$ cat config.mk
export PLATFORM = sky130hd
export DESIGN_NAME = cs_result_buffer
export DESIGN_NICKNAME = d
export VERILOG_FILES = /design/src/rtl/cs_result_buffer.sv
export SDC_FILE = /design/constraint.sdc
export NUM_CORES = 1
export LEC_CHECK = 0
export BUFFER_PORTS_ARGS = -buffer_cell sky130_fd_sc_hd__buf_2
export CORE_AREA = 5 5 92 94
export CTS_CLUSTER_DIAMETER = 60
export CTS_CLUSTER_SIZE = 28
export DETAILED_ROUTE_END_ITERATION = 8
export DIE_AREA = 0 0 97 99
export PLACE_DENSITY = 0.88
export SLEW_MARGIN = 0
export SYNTH_ARGS = -nofsm -noshare
export SYNTH_HDL_FRONTEND = slang
export SYNTH_SLANG_ARGS = --single-unit
export TNS_END_PERCENT = 20
$ cat constraint.sdc
create_clock -name clk -period 3.13 [get_ports clk]
set_input_delay 0.7825 -clock clk [delete_from_list [all_inputs] [get_ports clk]]
set_output_delay 0.7825 -clock clk [all_outputs]
set_load 0.02 [all_outputs]
$ cat src/rtl/cs_result_buffer.sv
// Result buffer behind the CS comparator/selector. It discards the warm-up results,
// queues valid Y words in a FIFO and reports overflow and drops to the consumer.
module cs_result_buffer #(
    parameter int DATA_W = 10,
    parameter int DEPTH  = 8,
    parameter int AW     = 3,
    parameter int WARMUP = 8
) (
    input  logic              clk,
    input  logic              reset,
    input  logic              cap_en,
    input  logic [DATA_W-1:0] y_in,
    output logic [DATA_W-1:0] out_data,
    output logic              out_valid,
    input  logic              out_ready,
    output logic [AW:0]       count,
    output logic              primed,
    output logic              overflow,
    output logic [7:0]        drop_cnt
);
    localparam int WCW = $clog2(WARMUP + 1);
    localparam logic [WCW-1:0] WARM_END = WCW'(WARMUP);
    localparam logic [AW:0]    CNT_FULL = (AW+1)'(DEPTH);
    localparam logic [AW:0]    CNT_ONE  = (AW+1)'(1);
    localparam logic [AW-1:0]  PTR_ONE  = AW'(1);

    logic [WCW-1:0]    wcnt_q, wcnt_d;
    logic              primed_q, primed_d;
    logic [AW-1:0]     wr_ptr_q, wr_ptr_d, rd_ptr_q, rd_ptr_d;
    logic [AW:0]       count_q, count_d;
    logic              overflow_q, overflow_d;
    logic [7:0]        drop_cnt_q, drop_cnt_d;
    logic [DATA_W-1:0] mem [DEPTH];

    logic full, nempty, push, pop, wr_en, drop;

    always_comb begin
        full   = (count_q == CNT_FULL);
        nempty = (count_q != '0);
        push   = cap_en & primed_q;
        pop    = nempty & out_ready;
        // A full FIFO still accepts a word when a pop frees the slot on the same edge.
        wr_en  = push & (~full | pop);
        drop   = push & full & ~pop;

        wcnt_d = wcnt_q;
        if (cap_en && (wcnt_q < WARM_END))
            wcnt_d = wcnt_q + WCW'(1);
        primed_d = (wcnt_d == WARM_END);

        wr_ptr_d = wr_en ? wr_ptr_q + PTR_ONE : wr_ptr_q;
        rd_ptr_d = pop   ? rd_ptr_q + PTR_ONE : rd_ptr_q;

        count_d = count_q;
        case ({wr_en, pop})
            2'b10:   count_d = count_q + CNT_ONE;
            2'b01:   count_d = count_q - CNT_ONE;
            default: count_d = count_q;
        endcase

        overflow_d = overflow_q | drop;
        drop_cnt_d = drop_cnt_q;
        if (drop && (drop_cnt_q != 8'hFF))
            drop_cnt_d = drop_cnt_q + 8'd1;
    end

    always_ff @(posedge clk or negedge reset) begin
        if (!reset) begin
            wcnt_q     <= '0;
            primed_q   <= 1'b0;
            wr_ptr_q   <= '0;
            rd_ptr_q   <= '0;
            count_q    <= '0;
            overflow_q <= 1'b0;
            drop_cnt_q <= '0;
        end else begin
            wcnt_q     <= wcnt_d;
            primed_q   <= primed_d;
            wr_ptr_q   <= wr_ptr_d;
            rd_ptr_q   <= rd_ptr_d;
            count_q    <= count_d;
            overflow_q <= overflow_d;
            drop_cnt_q <= drop_cnt_d;
        end
    end

    // Storage needs no reset; the occupancy count gates what is visible.
    always_ff @(posedge clk) begin
        if (wr_en)
            mem[wr_ptr_q] <= y_in;
    end

    assign out_valid = nempty;
    assign out_data  = nempty ? mem[rd_ptr_q] : '0;
    assign count     = count_q;
    assign primed    = primed_q;
    assign overflow  = overflow_q;
    assign drop_cnt  = drop_cnt_q;
endmodule

* Yosys cells after proc, flatten, opt, wreduce, memory -nomap -nowiden *
Memory sizes are Yosys's and may differ from the RTL's.
Index checks and enable logic that the tools add are counted.

storage, ports and cells
  bits in registers = 24
  RAM bits = 80
  input bits = 14
  output and inout port bits = 25
  word-level logic and storage cells = 38
  memories = 1

cells by class
  add/subtract/negate cells = 6
  magnitude comparators = 1
  eq/ne operators = 5
  muxes and demuxes = 5
  bitwise operators = 9
  reduce and logical (&&, ||, !) cells = 4

memories
  name  words  bits a word  read ports  clocked after memory_dff  write ports  line  text
  mem   8      10           1           0                         1            33    logic [DATA_W-1:0] mem [DEPTH];

operators by type and width
  kind                 count
  $mux 10              1
  $add 4x1->4 const B  2
  $add 8x1->8 const B  1
  $eq 4x4->1 const B   2
  $ne 8x8->1 const B   1
  $pmux 4 s2           1
  $add 3x1->3 const B  2
  $and 1x1->1          5
  $lt 4x4->1 const B   1
  $mux 4               1
  $reduce_bool 4->1    1
  $sub 4x1->4 const B  1
  $eq 2x1->1 const B   1
  $eq 2x2->1 const B   1
  $logic_and 1x1->1    2
  $mux 1               2
  $not 1->1            2
  $or 1x1->1           2
  $reduce_bool 2->1    1

* Longest topological paths before layout *
Gate-level depths: netlist of run 1.

  depth after elaboration = 6
  depth in mapped cells = 11
  mapped depth without buffers = 10

* Worst setup path after synthesis of run 1 *
OpenSTA, ideal clock, no wires.

  path type = in2reg
  start = input out_ready
  end = memory mem[0][0] (enable)
  library setup time = 0.404 ns
  data arrival time = 2.262 ns
  required time = 2.726 ns
  slack = 0.464 ns
  stages = 4
  cells stage by stage = nor2b_1 > a21oi_1 > inv_2 > nor4_1

on the way
  longest elaborated chain between the ends = 5

ends and longest elaborated chain
  item                          line  text
  from (decl)                   15    input logic out_ready,
  $and 1x1->1                   41    pop = nempty & out_ready;
  $or 1x1->1                    43    wr_en = push & (~full | pop);
  $and 1x1->1                   43
  $mux 1                        89    if (wr_en)
  $mux 1 (not written as such)  90    mem[wr_ptr_q] <= y_in;
  to (decl)                     33

No other way between the ends.

* Worst setup path in the final report of run 1 *
  start = register rd_ptr_q[0]
  end = output out_data[4]

on the way
  longest elaborated chain between the ends = 2

ends and longest elaborated chain
  item                    line  text
  from (decl)             29    logic [AW-1:0] wr_ptr_q, wr_ptr_d, rd_ptr_q, rd_ptr_d;
  from (signal assigned)  80    rd_ptr_q <= rd_ptr_d;
  $mem_v2 8x10            -
  $mux 10                 94    assign out_data = nempty ? mem[rd_ptr_q] : '0;
  to (decl)               13    output logic [DATA_W-1:0] out_data,

No other way between the ends.

==> flow_summary.yaml, run 1 <==
outcome:
  status: "complete, no violations"
cells_and_area:
  syn2layout_area_growth_pct: 13.9
  nets: 308
  postLayoutCellArea_um2: 4840
  layout_common_cells: "edfxtp_1, buf_2, dfrtp_1, mux4_2, nor2_1"
  layout-drive-gt1-share_pct: 33.2
  fin_cells: 394
  fin_util_pct: 64.0
  n_antenna_cell: 0
  final_common_cell: "edfxtp_1"
floorplan:
  num_rows: 32
  chipHeight_um: 99
  pin_count: 39
  core-area_um2: 7570
  start_util_pct: 56.2
  die_w_um: 97
  fp.dieArea_um2: 9600
yosys:
  yosysUniqueCellTypes: 33
  synthCells: 234
  synth_edf_count: 80
  synth_nets: 255
  yosysWarnings: 0
  ys_seq_elements: 104
  avgSynthCellArea_um2: 18.2
  synth_async_sr_flop_share_pct: 23.1
  ys_seq_area_share_pct: 70.6
  synth_ff_type: "edfxtp_1"
  syn-cell-area_um2: 4250
global_routing:
  met2_usage_pct: 27.3
  overflow: 0
  grt_pass1_vias: 2251
  grt_pass1_wl_um: 12000
  use_met1_pct: 21.2
  grt_max_degree: 25
  grt_use_total_pct: 16.4
  gr-usage-met3_pct: 3.26
  antenna_found_initial: 0
  grt-busiest-layer: "met2"
placement:
  io_buffers: 38
  placed_area_um2: 4640
  gp_congestion: 0.785
  dp_hpwl_um: 4880
  place_inst: 378
clock_tree:
  clk_latency_ns: 0.36
  clockBufferDepth: 2
  cts_setup_buffers: 0
  cts_resized: 0
  clkSinkCount: 104
  cts_tree: "done"
  clk_pin_slew_ns: 0.10
  cts_made_buffers: 9
  clockRootBuffer: "clkbuf_8"
  cts.htree.levels: 3
  postCtsHoldBufs: 0
sta:
  hold_violations: 0
  slew_headroom_pct: 54.8
  finalSetupViolations: 0
  worstMarginPinSlew_ns: 0.677
  slew_viol_final: 0
  grt_setup_unrepaired: "false"
  finalCriticalPeriod_ns: 2.93
  setup_tns_ns: 0
  whs_ns: 0.395
  finClkSkew_ns: 0.00937
  fmax_mhz: 341
  post-route-period-util_pct: 93.7
critical_path:
  critPathLaunchType: "flip-flop"
  critPathKind: "reg2out"
  cp_data_arrival_time_ns: 2.15
  reg2reg_depth: 10
  end_kind: "output port"
  cp_data_required_time_ns: 2.35
  cp_max_fo: 21
detailed_routing:
  via_count: 2178
  vias_per_cell: 5.53
  antenna_left: 0
  drc_errors: 0
  dr.pass1.iters: 4
  wirelength_um: 7360
  routedWlPerCell_um: 18.7
  first_iter_violations: 141
pwr:
  power.density_nw_per_um2: 808
  peakVddDrop_mv: 0.368
  power.leakage_nw: 1.82
flow_run:
  drv_cap: 0
worst_hold_path:
  min_path_type: "in2async"
==> per-stage QoR <==
stage                     power (W)  worst slack, ns
after global routing        0.00415          0.00806
after floorplan             0.00277            0.464
after CTS                   0.00396            0.136
after detailed placement    0.00317            0.378
after global placement      0.00310            0.525
final                       0.00391            0.197
==> cell type report <==
class	instances	area [µm²]
Inverter	2	7.51
Multi-Input combinational cell	121	1220
Clock buffer	9	124
Sequential cell	104	3000
Clock inverter	7	76.3
Timing Repair Buffer	49	285
Tap cell	102	128
Fill cell	499	2730
==> logic make-up (layout without fill, tap and decap cells) <==
logic type | after synthesis | in the layout | share of synthesized area, %
flip-flops | 104 | 104 | 70.6
buffers and inverters | 9 | 67 | 0.882
AND/OR/NAND/NOR | 58 | 58 | 7.97
XOR/XNOR | 18 | 18 | 3.71
AO/OA/AOI/OAI | 4 | 4 | 0.677
adder cells (fa/ha/maj) | 7 | 7 | 2.06
multiplexers | 34 | 34 | 14.1
==> synth_stat cells (2+ instances only) <==
master | n | share of area (%)
a21oi_1 | 2 | 0.24
buf_2 | 3 | 0.35
clkbuf_1 | 4 | 0.35
dfrtp_1 | 24 | 14
edfxtp_1 | 80 | 56
ha_1 | 7 | 2.1
inv_2 | 2 | 0.18
mux2_2 | 2 | 0.53
mux2i_1 | 10 | 2.4
mux4_2 | 20 | 11
nand2_1 | 11 | 0.97
nand2b_1 | 4 | 0.59
nand3_1 | 4 | 0.47
nor2_1 | 15 | 1.3
nor2b_1 | 2 | 0.29
nor3_1 | 6 | 0.71
nor4_1 | 4 | 0.59
nor4_2 | 2 | 0.59
nor4b_1 | 2 | 0.41
xnor2_1 | 6 | 1.2
xor2_1 | 12 | 2.5
==> path summary, 6_finish.rpt <==
kind | endpoint | slack (ns) | from
setup reg to reg | count[2] | 0.62 | count[1]
hold reg to reg | overflow | 0.47 | overflow
setup / recovery | out_data[4] | 0.20 | rd_ptr_q[0]
hold / removal | overflow | 0.40 | reset
max in group asynchronous | rd_ptr_q[0] | 2.36 | reset
min in group clk | overflow | 0.47 | overflow
==> flip-flops by register name, indices dropped and copies added, names as in the netlist <==
name,count
count,4
wr_ptr_q,3
primed,1
wcnt_q,4
overflow,1
drop_cnt,8
rd_ptr_q,3
mem,80
==> routing by layer <==
metal	vias up	part of all wire, %
met3	11	4.4
met2	52	53
li1	1020	-
met5	-	0
met4	0	1.6
met1	1095	41
==> where the power goes <==
part,internal (W),switching (W)
sequential,0.00162,0.000212
combinational,0.000621,0.000669
clock,0.000319,0.000476
total,0.00256,0.00136
==> worst max-delay path, stage by stage (launching register included) <==
cell and delay, ns:
dfrtp_1 0.37, buf_4 0.38, mux4_2 0.60, mux2i_1 0.23
nor2_1 0.06, buf_2 0.16
Note: power is estimated with default switching activity, not from simulation.
==> inputs of run 2 (changes only) <==
CORE_AREA = 5 5 90 92   (was 5 5 92 94)
CTS_BUF_LIST = sky130_fd_sc_hd__clkbuf_4   (was unset)
DIE_AREA = 0 0 95 97   (was 0 0 97 99)
PLACE_DENSITY = 0.91   (was 0.88)
==> run 2 against run 1 <==
Compared with the run above: sequential cell count is the same; combinational power about the same; core utilization up 3.2 points; highest routed layer unchanged; design area fell by 0.90%; largest power group unchanged; fmax rose by 2.5%; die area decreased by 4.0%; largest cell class unchanged; hold slack lost 0.079 ns; clock power down 12%; routed wire length decreased by 0.38%; final cell count shrank 0.25%; total power down 2.5%; global-route usage is 1.1 points higher.
==> flow_summary.yaml, run 2 (synthesis results as in run 1) <==
outcome:
  status: "complete, no violations"
clock_tree:
  postCtsHoldBufs: 0
  cts_tree: "done"
  clkSinkCount: 104
  cts_setup_buffers: 0
  cts_made_buffers: 9
  cts_resized: 0
  cts.htree.levels: 3
  clockBufferDepth: 2
  clk_pin_slew_ns: 0.15
  clockRootBuffer: "clkbuf_4"
  clk_latency_ns: 0.44
sta:
  finalWorstSetupSlack_ns: 0.268
  finClkSkew_ns: 0.0205
  hold_violations: 0
  slew_viol_final: 0
  worstMarginPinSlew_ns: 0.671
  finalSetupViolations: 0
  grt_setup_unrepaired: "false"
  setup_tns_ns: 0
  fmax_mhz: 349
  slew_headroom_pct: 55.3
  finalCriticalPeriod_ns: 2.86
  post-route-period-util_pct: 91.5
detailed_routing:
  wl_met1_um: 2990
  drc_errors: 0
  wirelength_um: 7330
  met2_length_um: 3900
  antenna_left: 0
  first_iter_violations: 154
  vias_per_cell: 5.65
  via_count: 2222
  dr.pass1.iters: 4
  wl_met3_um: 344
  routedWlPerCell_um: 18.6
  top_layer_used: "met4"
floorplan:
  core-area_um2: 7140
  chipHeight_um: 97
  die_w_um: 95
  num_rows: 31
  pin_count: 39
  start_util_pct: 59.6
  fp.dieArea_um2: 9220
global_routing:
  grt_pass1_wl_um: 12000
  antenna_found_initial: 0
  grt_pass1_vias: 2302
  grt_use_total_pct: 17.5
  grt_max_degree: 25
  overflow: 0
cells_and_area:
  nets: 310
  layout-drive-gt1-share_pct: 34.0
  layout_common_cells: "edfxtp_1, buf_2, dfrtp_1, mux4_2, nor2_1"
  final_common_cell: "edfxtp_1"
  largest_reg_flops: 80
  regMostFlops: "mem"
  postLayoutCellArea_um2: 4800
  n_antenna_cell: 0
  syn2layout_area_growth_pct: 12.8
critical_path:
  reg2reg_slack_ns: 0.65
  r2r-start: "count[1]"
  cp_data_required_time_ns: 2.35
  worstReg2RegEnd: "count[2]"
  cp_max_fo: 8
  critPathKind: "reg2out"
  reg2reg_depth: 10
  end_kind: "output port"
  cp_data_arrival_time_ns: 2.08
  critPathLaunchType: "flip-flop"
placement:
  pre_cts_ws_ns: 0.409
  dp_hpwl_um: 4960
  io_buffers: 38
  gp_congestion: 0.801
  placed_area_um2: 4640
pwr:
  peakVddDrop_mv: 0.441
  power.density_nw_per_um2: 795
  total_power_w: 0.00382
  power.leakage_nw: 1.80
flow_run:
  drv_cap: 0
worst_hold_path:
  min_path_type: "in2async"
==> run 2: area by class of cell <==
class / count / area [µm²]
sequential: 104 / 3000
fill: 494 / 2340
multi-input combinational: 121 / 1220
timing repair buffer: 51 / 288
tap: 99 / 124
clock inverter: 7 / 88.8
clock buffer: 9 / 67.6
inverter: 2 / 7.51
==> run 2: critical path: stages (launching register included) <==
cell and delay [ns]:
dfrtp_2 0.49, buf_4 0.24, mux4_2 0.51, mux2i_1 0.16, nor2_1 0.09, buf_2 0.16
==> run 2: how the worst max path moves through the flow <==
stage	startpoint	endpoint	slack, ns	cells after the start
6_report	rd_ptr_q[0]	out_data[8]	0.27	5
5_1_grt	rd_ptr_q[0]	out_data[0]	0.12	5
3_5_place_dp	cap_en	count[2]	0.41	11
4_1_cts	rd_ptr_q[0]	out_data[8]	0.1	5
2_1_floorplan	out_ready	mem[0][0]	0.46	4
3_3_place_gp	out_ready	count[2]	0.52	11
==> run 2: layer usage <==
metal / vias to the layer above / GRT usage, %
li1: 1024 / -
met1: 1121 / 23.6
met2: 69 / 28.2
met3: 8 / 3.18
met4: 0 / 6.66
met5: - / 0
==> run 2: per-stage QoR <==
step / hold WS [ns] / cells / util, %
floorplan: 0.452 / 234 / -
CTS: 0.300 / 393 / 67.2
global route: 0.320 / 393 / 67.2
detailed placement: 0.458 / 377 / 65.0
finish: 0.317 / 393 / 67.2
global placement: 0.446 / 377 / 65.0
==> run 2: power breakdown <==
group          internal (W)  leakage (nW)  switching, W
Clock              0.000259        0.0799      0.000444
Combinational      0.000623         0.696      0.000673
Sequential          0.00162          1.02      0.000199
